--- config.mk ---
export PLATFORM = sky130hd
export DESIGN_NAME = mul_arbiter
export DESIGN_NICKNAME = d
export VERILOG_FILES = /design/src/rtl/mul_arbiter_pkg.sv /design/src/rtl/mul_arbiter_rr_arb2.sv /design/src/rtl/mul_arbiter.sv
export SDC_FILE = /design/constraint.sdc
export NUM_CORES = 1
export LEC_CHECK = 0
export BUFFER_PORTS_ARGS = -buffer_cell sky130_fd_sc_hd__buf_4
export CAP_MARGIN = 20
export CORE_MARGIN = 5
export CORE_UTILIZATION = 25
export DETAILED_ROUTE_END_ITERATION = 7
export HOLD_SLACK_MARGIN = 0.08
export PLACE_DENSITY = 0.5
export SLEW_MARGIN = 20
export SYNTH_ARGS = -nofsm -noshare
export SYNTH_HDL_FRONTEND = slang
export SYNTH_SLANG_ARGS = --single-unit
--- constraint.sdc ---
create_clock -name clk -period 3.9 [get_ports clk]
set_input_delay 0.195 -clock clk [delete_from_list [all_inputs] [get_ports clk]]
set_output_delay 0.195 -clock clk [all_outputs]
set_load 0.1 [all_outputs]
--- src/rtl/mul_arbiter_pkg.sv ---
// Shared definitions for the two-requester multiplier arbiter.
//   W_DEFAULT       : default operand width (result is 2*W)
//   MUL_LAT_DEFAULT : default latency of the external multiplier, in cycles
//   state_t         : arbiter FSM state encoding
package mul_arbiter_pkg;

  localparam int unsigned W_DEFAULT       = 9;
  localparam int unsigned MUL_LAT_DEFAULT = 10;

  typedef enum logic [1:0] {
    IDLE  = 2'd0,
    START = 2'd1,
    WAIT  = 2'd2,
    DONE  = 2'd3
  } state_t;

endpackage

--- src/rtl/mul_arbiter_rr_arb2.sv ---
// Two-way round-robin grant selection with a registered priority pointer.
//   clk, reset : clock, asynchronous active-high reset
//   req0, req1 : effective requests
//   update     : record a completed service this cycle
//   served     : index of the requester whose transfer just completed
//   any_c      : at least one request present (combinational)
//   winner_c   : index of the selected requester (combinational)
module rr_arb2 (
  input  logic clk,
  input  logic reset,
  input  logic req0,
  input  logic req1,
  input  logic update,
  input  logic served,
  output logic any_c,
  output logic winner_c
);

  // 0: requester 0 wins a tie, 1: requester 1 wins a tie
  logic prio;

  // The requester that was not served last gets the next tie.
  always_ff @(posedge clk or posedge reset) begin
    if (reset) begin
      prio <= 1'b0;
    end else if (update) begin
      prio <= ~served;
    end
  end

  // A lone requester wins outright; the pointer only breaks ties.
  always_comb begin
    any_c    = req0 | req1;
    winner_c = 1'b0;
    if (req0 && req1) begin
      winner_c = prio;
    end else if (req1) begin
      winner_c = 1'b1;
    end
  end

endmodule

--- src/rtl/mul_arbiter.sv ---
// Arbitrates two requesters onto one external multiplier.
//   clk, reset         : clock, asynchronous active-high reset
//   req0/req1          : requests; a0/b0, a1/b1 their operands
//   gnt0/gnt1          : requester owns the multiplier (START..DONE)
//   done0/done1        : one-cycle pulse, res holds that requester's product
//   res                : last captured product, held until the next capture
//   busy               : FSM is not in IDLE
//   mul_a/mul_b        : operands to the multiplier
//   mul_reset          : one-cycle start strobe to the multiplier
//   mul_res            : product from the multiplier
module mul_arbiter
  import mul_arbiter_pkg::*;
#(
  parameter int unsigned W       = W_DEFAULT,
  parameter int unsigned MUL_LAT = MUL_LAT_DEFAULT
) (
  input  logic           clk,
  input  logic           reset,
  input  logic           req0,
  input  logic           req1,
  input  logic [W-1:0]   a0,
  input  logic [W-1:0]   b0,
  input  logic [W-1:0]   a1,
  input  logic [W-1:0]   b1,
  output logic           gnt0,
  output logic           gnt1,
  output logic           done0,
  output logic           done1,
  output logic [2*W-1:0] res,
  output logic           busy,
  output logic [W-1:0]   mul_a,
  output logic [W-1:0]   mul_b,
  output logic           mul_reset,
  input  logic [2*W-1:0] mul_res
);

  localparam int unsigned CW = (MUL_LAT < 2) ? 1 : $clog2(MUL_LAT + 1);

  state_t          state_q, state_d;
  logic [CW-1:0]   cnt_q, cnt_d;
  logic            owner_q, owner_d;
  logic            pend0_q, pend0_d;
  logic            pend1_q, pend1_d;

  logic            gnt0_d, gnt1_d, done0_d, done1_d, busy_d, mul_reset_d;
  logic [W-1:0]    mul_a_d, mul_b_d;
  logic [2*W-1:0]  res_d;

  logic            eff_req0_c, eff_req1_c;
  logic            arb_any_c, arb_win_c, arb_update_c;

  // A request seen while busy is remembered so a short pulse is not lost.
  assign eff_req0_c = req0 | pend0_q;
  assign eff_req1_c = req1 | pend1_q;

  rr_arb2 u_arb (
    .clk      (clk),
    .reset    (reset),
    .req0     (eff_req0_c),
    .req1     (eff_req1_c),
    .update   (arb_update_c),
    .served   (owner_q),
    .any_c    (arb_any_c),
    .winner_c (arb_win_c)
  );

  // Next state and next registered outputs.
  always_comb begin
    state_d      = state_q;
    cnt_d        = cnt_q;
    owner_d      = owner_q;
    pend0_d      = pend0_q;
    pend1_d      = pend1_q;
    gnt0_d       = gnt0;
    gnt1_d       = gnt1;
    done0_d      = 1'b0;
    done1_d      = 1'b0;
    mul_reset_d  = 1'b0;
    mul_a_d      = mul_a;
    mul_b_d      = mul_b;
    res_d        = res;
    arb_update_c = 1'b0;

    if (state_q != IDLE) begin
      if (req0 && owner_q)  pend0_d = 1'b1;
      if (req1 && !owner_q) pend1_d = 1'b1;
    end

    case (state_q)
      IDLE: begin
        if (arb_any_c) begin
          state_d     = START;
          owner_d     = arb_win_c;
          gnt0_d      = ~arb_win_c;
          gnt1_d      = arb_win_c;
          mul_reset_d = 1'b1;
          mul_a_d     = arb_win_c ? a1 : a0;
          mul_b_d     = arb_win_c ? b1 : b0;
          if (arb_win_c) pend1_d = 1'b0;
          else           pend0_d = 1'b0;
        end
      end
      START: begin
        // mul_res settles MUL_LAT cycles after the strobe falls; counting
        // down from MUL_LAT samples it on the edge after it is stable.
        state_d = WAIT;
        cnt_d   = CW'(MUL_LAT);
      end
      WAIT: begin
        if (cnt_q == '0) begin
          state_d      = DONE;
          res_d        = mul_res;
          done0_d      = ~owner_q;
          done1_d      = owner_q;
          arb_update_c = 1'b1;
        end else begin
          cnt_d = cnt_q - CW'(1);
        end
      end
      DONE: begin
        state_d = IDLE;
        gnt0_d  = 1'b0;
        gnt1_d  = 1'b0;
      end
      default: begin
        state_d = IDLE;
        gnt0_d  = 1'b0;
        gnt1_d  = 1'b0;
      end
    endcase

    busy_d = (state_d != IDLE);
  end

  // State and output registers.
  always_ff @(posedge clk or posedge reset) begin
    if (reset) begin
      state_q   <= IDLE;
      cnt_q     <= '0;
      owner_q   <= 1'b0;
      pend0_q   <= 1'b0;
      pend1_q   <= 1'b0;
      gnt0      <= 1'b0;
      gnt1      <= 1'b0;
      done0     <= 1'b0;
      done1     <= 1'b0;
      busy      <= 1'b0;
      mul_reset <= 1'b0;
      mul_a     <= '0;
      mul_b     <= '0;
      res       <= '0;
    end else begin
      state_q   <= state_d;
      cnt_q     <= cnt_d;
      owner_q   <= owner_d;
      pend0_q   <= pend0_d;
      pend1_q   <= pend1_d;
      gnt0      <= gnt0_d;
      gnt1      <= gnt1_d;
      done0     <= done0_d;
      done1     <= done1_d;
      busy      <= busy_d;
      mul_reset <= mul_reset_d;
      mul_a     <= mul_a_d;
      mul_b     <= mul_b_d;
      res       <= res_d;
    end
  end

endmodule

==> metrics.txt, run 1 <==
Mapped Cells=216; max-slew violations=0; slowest cell on the critical path=and4bb_1; largest net degree at the start of global routing=53; ranking of synthesized cells by area=dfrtp_1 52%, mux2_2 5.9%, a21oi_2 5.6%; share of layout cells above drive strength 1=around half; Die ar.=0.01202 mm2; Pre-Repair DR Iteration Count=4; Seq/Total Area, Yosys=52.42%; Worst-Skew Late Latency=a little over 0.3 ns; Fin. Hold Viols=0; Synth async-reset ratio=100.0%; post_cts resized=0; Least-Margin Pin Slew=0.9179 ns; clock sink count=52; Clock Root Buffer=clkbuf_8; Ys Warns=0; WP data arrival=about 2.4 ns; antenna viol nets, final=0; vias per cell=about 4.5; CP delay by family, top=simple AND/OR/NAND/NOR gates; CTS clk-pin slew, worst paths=0.11 ns; RSZ-0062 raised after global routing=no; number of global-route vias before repair=~2.1k; # IOs=100; crit-path max FO=21; Worst Setup End Kind=flop; Cell Area, Synth=roughly 0.0025 mm2; max_slew headroom=38.77%; drt wl/cell=between 15 and 20 um; starting density of the core=25.51%; Synth Net Count=280; DR iter-0 viols=between 60 and 70; CP bufs+invs=1; core area=roughly 0.0097 mm2; fin crit share=a little under three fifths; Top FF cell, synth=dfrtp_1; WP data required=~4 ns; initial antenna violation count=0; # nets final=374; DR vias=between 2k and 2.5k; Setup TNS=0 ns; Max-Cap Viols=0; chip width=109.6 um; CP cell instances=inv_1, ha_1, and4bb_1, mux2_2; GP Congestion=around 0.70; EDFF count, synth=0; fin crit period=roughly 2.2 ns; flops & latches, synth=52; CP startpoint kind=flop; gr usage total=11.19%; Post-CTS Hold Buffers=0; top cell types by occurrence after synthesis=52 x dfrtp_1, 19 x a31oi_1, 17 x nor2_2; CP peak stage delay=between 0.8 and 0.9 ns; Final Skew=between 0.01 and 0.015 ns; Max Freq=0.4524 GHz; Netlist cell types=38; Remaining Overflow, GRT=0; DRC=0; port bufs=99; Area growth syn-to-layout=37.05%; H-tree levels=2; Hold WC Path Type=in -> async; CP Class=reg -> reg; most frequent cell after synthesis=dfrtp_1; CP Launch Point=state_q[0]$_DFF_PP0_; final setup vio count=0; Yosys top cell by area=dfrtp_1; global-route wire length before repair=~11 mm; share of the synthesized area in the top cell type=between 50% and 60%; run status=finished clean; diodes inserted=0; CTS Buf Count=5; mean cell area of the mapped netlist=roughly 11 um2; CTS Buffer Depth=2; Worst R2R Start=state_q[0]$_DFF_PP0_; Routed WL=about 6.7 mm; CTS tree=done; Post-CTS Setup Inserts=0; Die Y-Extent=109.6 um; DP Wirelength=about 4.7 mm; row cnt=36
## stage by stage
stage	hold slack [ns]	instances	instance area, um2	setup slack [ns]	utilization [%]
after detailed placement	0.4156	436	3312	1.660	34.04
after floorplan	0.3297	216	2482	2.233	-
after global routing	0.08971	444	3402	1.508	34.97
final	0.07427	444	3402	1.690	34.97
after global placement	0.4142	436	3312	1.692	34.04
after CTS	0.08303	444	3402	1.631	34.97
## flip-flops by register name (all words and copies together), names as in the netlist, 2 cells and up
name     count
mul_b        9
res         18
mul_a        9
cnt_q        4
state_q      2
## per-layer routing
layer  vias up  track usage [%]  part of all wire (%)
li1        951                -                     -
met1       997            14.05                    43
met2        65            19.27                    50
met3         5            2.995                   6.3
met4         0            2.404                  0.81
met5         -                0                     0
## worst min-delay path: cells and delay by family
kind / cells / cell delay, ns
buf+inv: 3 / 0.68
## path summary, 6_finish.rpt
check,end,slack [ns],cells after the start
max,res[13]$_DFFE_PP0P_,1.69,4
min reg2reg,res[17]$_DFFE_PP0P_,0.50,1
max in group asynchronous,mul_a[2]$_DFFE_PP0P_,3.39,3
max reg2reg,res[13]$_DFFE_PP0P_,1.69,4
min,pend1_q$_DFF_PP0_,0.07,3
min in group clk,res[3]$_DFFE_PP0P_,0.09,2
## cells in the final DEF, fill, tap and decap left out, drive strengths merged
| cell | instances |
|---|---|
| buf | 102 |
| dfrtp | 52 |
| nor2 | 26 |
| a21oi | 23 |
| o21ai | 20 |
| a31oi | 19 |
| mux2 | 19 |
| inv | 8 |
| ha | 6 |
| clkbuf | 5 |
| nor3b | 3 |
| nor3 | 3 |
| nand2 | 2 |
| nand3 | 2 |
| a21o | 2 |
| nand2b | 2 |
| o41ai | 1 |
| o21ba | 1 |
| or2 | 1 |
| o21bai | 1 |
| and4bb | 1 |
| and2 | 1 |
| nor4b | 1 |
| o22ai | 1 |
| nor2b | 1 |
| o2bb2ai | 1 |
| a22o | 1 |
| mux2i | 1 |
| o211ai | 1 |
| o31ai | 1 |
| xnor2 | 1 |
| clkinvlp | 1 |
| clkinv | 1 |
## area by class of cell
cell class	instances	area, um2
inverters	7	26.28
well taps	133	166.4
flip-flops and latches	52	1301
multi-input cells	142	1052
clock buffers	5	68.82
clock inverters	3	21.27
fillers	1028	6327
repair buffers	102	765.7
## logic make-up (layout without fill, tap and decap cells)
family	Yosys count	count (layout)	synth area share [%]
buf+inv	22	117	5.191
xor+xnor	1	1	0.3529
flops	52	52	52.42
fa+ha+maj	6	6	3.024
simple gates	43	43	9.980
compound gates	72	72	20.01
mux	20	20	9.022
Power of run 1 is left out: the tool's default activity adds up to more than one toggle a clock period on the data nets, which glitch-free logic cannot reach.
==> run 2, diff against run 1 <==
Settings changed: PLACE_DENSITY 0.5 to 0.52.
Clock period 3.9 ns to 2 ns, I/O delays scaled along.
==> metrics.txt, run 2 (same netlist as run 1, synthesis figures left out) <==
Pre-Repair DR Iteration Count=6 (+2); # nets final=418 (+12%); max_slew headroom=53.14% (+14 points); CP delay by family, top=flip-flops; chip width=109.6 um (unchanged); fin crit period=1.616 ns (-0.5946 ns); number of global-route vias before repair=2,310 (+8.7%); GP Congestion=0.6959 (about the same); M1 WL=3.023 mm (+5.1%); share of layout cells above drive strength 1=47.32% (-4.1 points); Die Y-Extent=109.6 um (unchanged); most frequent cells in the layout=107 x buf_4, 52 x dfrtp_1, 36 x dlygate4sd3_1; max FFs per register=18 (unchanged); initial antenna violation count=0 (unchanged); post_cts resized=0 (unchanged); clock sink count=52 (unchanged); Post-CTS Setup Inserts=0 (unchanged); Least-Margin Pin Slew=0.7029 ns (-0.2150 ns); antenna viol nets, final=0 (unchanged); drt wl/cell=14.38 um (-4.4%); CP Launch Point=cnt_q[0]$_DFFE_PP0P_; largest net degree at the start of global routing=29 (-45%); crit-path max FO=21 (unchanged); RSZ-0062 raised after global routing=no; DR vias=2,149 (+6.5%); critical path capture point=res[16]$_DFFE_PP0P_; biggest regs=res: 18 flops, mul_a: 9 flops, mul_b: 9 flops; CP cell instances=inv_1, ha_1, and4bb_1, buf_12, mux2_2; run status=finished clean; global-route wire length before repair=11.25 mm (+5.9%); DR iter-0 viols=86 (+28%); Levels on crit path=5 (+1); Fin. Hold Viols=0 (unchanged); slowest cell on the critical path=dfrtp_1; Setup TNS=0 ns (unchanged); CP peak stage delay=0.41 ns (-0.41 ns); Worst R2R Setup Slack=0.38 ns (-1.31 ns); Max-Cap Viols=0 (unchanged); starting density of the core=25.51% (unchanged); Remaining Overflow, GRT=0 (unchanged); CP Class=reg -> reg; CTS tree=done; H-tree levels=2 (unchanged); Worst R2R Start=cnt_q[0]$_DFFE_PP0P_; met3 WL post-DR=375 um (-11%); DRC=0 (unchanged); met2 wire length=3.564 mm (+7.3%); vias per cell=4.404 (-3.1%); diodes inserted=0 (unchanged); Clock Root Buffer=clkbuf_8; DP Wirelength=4.984 mm (+5.3%); DR top layer=met4; CP bufs+invs=2 (+1); commonest non-fill, non-tap cell in the layout=buf_4; r2r endpoint=res[16]$_DFFE_PP0P_; # IOs=100 (unchanged); Worst-Skew Late Latency=0.30 ns (about the same); fin crit share=80.78% (+24 points); R2R depth=5 (+1); core area=0.009729 mm2 (unchanged); Hold WC Path Type=in -> reg; Post-CTS Hold Buffers=36 (+36); CP startpoint kind=flop; port bufs=99 (unchanged); max-slew violations=0 (unchanged); CTS Buffer Depth=2 (unchanged); row cnt=36 (unchanged); Worst Setup End Kind=flop; Max Freq=0.6189 GHz (+37%); Final Skew=0.009797 ns (-0.003631 ns); CTS clk-pin slew, worst paths=0.09 ns (-0.02 ns); Die ar.=0.01202 mm2 (unchanged); final setup vio count=0 (unchanged); gr usage total=11.82% (+0.63 points); Routed WL=7.015 mm (+5.1%); register bank with the most flops=res; CTS Buf Count=5 (unchanged); Area growth syn-to-layout=55.39%; WP data required=2.19 ns (-1.90 ns); WP data arrival=1.81 ns (-0.59 ns)
## run 2: layout make-up
cell class                 instances  area [um2]
fill                             982        5872
sequential                        52        1301
timing repair buffer             146        1224
multi-input combinational        142        1052
tap                              133       166.4
clock buffer                       5       68.82
inverter                           7       26.28
clock inverter                     3       18.77
## run 2: worst register-to-register path: cells and delay by family, from the launching register on
| family | cells | cell delay (ns) |
|---|---|---|
| adder cells (fa/ha/maj) | 1 | 0.20 |
| buffers and inverters | 2 | 0.29 |
| flip-flops | 1 | 0.41 |
| multiplexers | 1 | 0.35 |
| AND/OR/NAND/NOR | 1 | 0.26 |
## run 2: worst min path at each step
stage                from                    to  slack (ns)  depth (start not counted)
6_report            a0[3]  mul_a[3]$_DFFE_PP0P_        0.09                          3
5_1_grt             b1[3]  mul_b[3]$_DFFE_PP0P_        0.10                          3
4_1_cts             a0[3]  mul_a[3]$_DFFE_PP0P_        0.08                          3
3_5_place_dp        reset    res[8]$_DFFE_PP0P_        0.19                          2
3_3_place_gp        reset    res[8]$_DFFE_PP0P_        0.19                          2
2_1_floorplan  mul_res[0]    res[0]$_DFFE_PP0P_        0.23                          1
## run 2: per-stage QoR
| stage | cell area [um2] | util [%] | worst slack (ns) | cells | hold WS, ns |
|---|---|---|---|---|---|
| after floorplan | 2482 | - | 0.3329 | 216 | 0.2347 |
| after detailed placement | 3410 | 35.04 | 0.4043 | 444 | 0.1929 |
| final | 3857 | 39.65 | 0.3843 | 488 | 0.08783 |
| after global routing | 3857 | 39.65 | 0.3074 | 488 | 0.1021 |
| after global placement | 3410 | 35.04 | 0.4368 | 444 | 0.1893 |
| after CTS | 3857 | 39.65 | 0.3775 | 488 | 0.08043 |
## run 2: metal layers
metal	vias to the layer above	track usage, %
met1	1049	14.39
met5	-	0
met4	0	2.137
met2	51	21.32
li1	1044	-
met3	5	2.877
Power of run 2 is left out for the same reason.
==> run 3, diff against run 2 <==
Settings changed: PLACE_DENSITY 0.52 to 0.5.
Clock period 2 ns to 1.6 ns, I/O delays scaled along.
==> metrics.txt, run 3 (same netlist as run 1, synthesis figures left out) <==
run status=finished clean; met2 wire length=3.540 mm (-0.67%); CP Launch Point=state_q[0]$_DFF_PP0_; Remaining Overflow, GRT=0 (unchanged); max_slew headroom=73.72% (+21 points); initial antenna violation count=0 (unchanged); Setup TNS=0 ns (unchanged); hold path depth=3 (unchanged); diodes inserted=0 (unchanged); Worst R2R Start=state_q[0]$_DFF_PP0_; hold path startpoint=a1[4]; CTS clk-pin slew, worst paths=0.11 ns (+0.02 ns); starting density of the core=25.51% (unchanged); WP data required=1.80 ns (-0.39 ns); DP Wirelength=5.118 mm (+2.7%); vias per cell=4.347 (-1.3%); antenna viol nets, final=0 (unchanged); R2R depth=5 (unchanged); M1 WL=3.332 mm (+10%); most frequent cells in the layout=121 x buf_4, 52 x dfrtp_1, 45 x dlygate4sd3_1; number of global-route vias before repair=2,312 (+0.087%); WP data arrival=1.77 ns (-0.04 ns); post-route setup slack=0.02865 ns (-0.3557 ns); share of layout cells above drive strength 1=50.79% (+3.5 points); DR iter-0 viols=82 (-4.7%); Routed WL=7.400 mm (+5.5%); CP cell instances=inv_2, ha_2, and4bb_4, clkbuf_16, mux2_2; DR top layer=met4; Placed Cells=455 (+2.5%); biggest regs=res: 18 flops, mul_a: 9 flops, mul_b: 9 flops; final setup vio count=0 (unchanged); GP Congestion=0.7066 (+1.5%); r2r endpoint=res[7]$_DFFE_PP0P_; Die Y-Extent=109.6 um (unchanged); max-slew violations=0 (unchanged); CTS tree=done; H-tree levels=2 (unchanged); largest net degree at the start of global routing=28 (-3.4%); Final Skew=0.01583 ns (+0.006030 ns); commonest non-fill, non-tap cell in the layout=buf_4; fin crit share=98.21% (+17 points); row cnt=36 (unchanged); global-route wire length before repair=11.57 mm (+2.9%); slowest cell on the critical path=dfrtp_1; chip width=109.6 um (unchanged); max FFs per register=18 (unchanged); Finished Core Util=42.94% (+3.3 points); crit-path max FO=10 (-52%); CP startpoint kind=flop; WHS Endpoint=mul_a[4]$_DFFE_PP0P_; Pre-Repair DR Iteration Count=4 (-2); CP peak stage delay=0.40 ns (about the same); Finished Layout Cells=513 (+5.1%); port bufs=99 (unchanged); Max-Cap Viols=0 (unchanged); Max Freq=0.6364 GHz (+2.8%); drt wl/cell=14.42 um (+0.35%); Fin. Hold Viols=0 (unchanged); Die ar.=0.01202 mm2 (unchanged); # IOs=100 (unchanged); core area=0.009729 mm2 (unchanged); Worst R2R Setup Slack=0.03 ns (-0.36 ns); Hold WC Path Type=in -> reg; Clock Root Buffer=clkbuf_8; DRC=0 (unchanged); met3 WL post-DR=390 um (+4.0%); CTS Buffer Depth=2 (unchanged); CP delay by family, top=flip-flops; DR vias=2,230 (+3.8%); register bank with the most flops=res; Worst Setup End Kind=flop; Worst-Skew Late Latency=0.31 ns (about the same); fin crit period=1.571 ns (-0.04432 ns); Area growth syn-to-layout=68.30%; clock sink count=52 (unchanged); CP bufs+invs=2 (unchanged); pre-CTS setup slack=0.009489 ns (-0.3948 ns); gr usage total=12.24% (+0.41 points); Least-Margin Pin Slew=0.3936 ns (-0.3093 ns); # nets final=443 (+6.0%); CP Class=reg -> reg; RSZ-0062 raised after global routing=yes; CTS Buf Count=5 (unchanged)
==> run 3: cell types whose count changed in the layout (fill, tap and decap cells not counted), sizes merged <==
cell / previous run / this run
buf: 110 / 124
dlygate4sd3: 36 / 45
clkinv: 3 / 0
bufinv: 0 / 2
clkbuf: 5 / 7
inv: 7 / 8
==> run 3: final cells by class <==
cell class	count	area [um2]
clock buffers	5	68.82
clock inverters	3	68.82
fillers	951	5552
inverters	7	26.28
multi-input cells	142	1086
flip-flops and latches	52	1301
well taps	133	166.4
repair buffers	171	1460
==> run 3: worst max-delay path by stage <==
stage,endpoint,depth (start not counted),slack (ns)
detailed placement,res[12]$_DFFE_PP0P_,5,0.009
CTS,res[11]$_DFFE_PP0P_,5,0.0007
global route,res[17]$_DFFE_PP0P_,5,-0.005
finish,res[7]$_DFFE_PP0P_,5,0.03
floorplan,res[10]$_DFFE_PP0P_,6,0.001
global placement,mul_a[3]$_DFFE_PP0P_,5,0.05
==> run 3: through the flow <==
step	hold WS (ns)	instance area, um2
5_1_grt	0.08177	4178
4_1_cts	0.08115	4070
6_report	0.09054	4178
3_3_place_gp	0.1019	3480
2_1_floorplan	0.2147	2497
3_5_place_dp	0.1031	3480
==> run 3: worst register-to-register path, cell delays in order (launching register included) <==
cell and delay (ns):
dfrtp_1 0.40, inv_2 0.06, ha_2 0.18, and4bb_4 0.31
clkbuf_16 0.17, mux2_2 0.33
==> run 3: per-layer routing <==
metal | GRT usage (%) | vias to the layer above
met2 | 19.57 | 64
met5 | 0 | -
li1 | - | 1095
met4 | 4.096 | 0
met3 | 2.525 | 14
met1 | 16.50 | 1057
==> run 3: repair_timing <==
action | CTS | global route
resized for setup | 1 | 11
setup buffers | 0 | 3
hold endpoints to repair | 51 | 0
gates cloned | 0 | 2
pin swaps | 0 | 2
setup endpoints to repair | 2 | 33
hold buffers | 45 | 0
Power of run 3 is left out for the same reason.
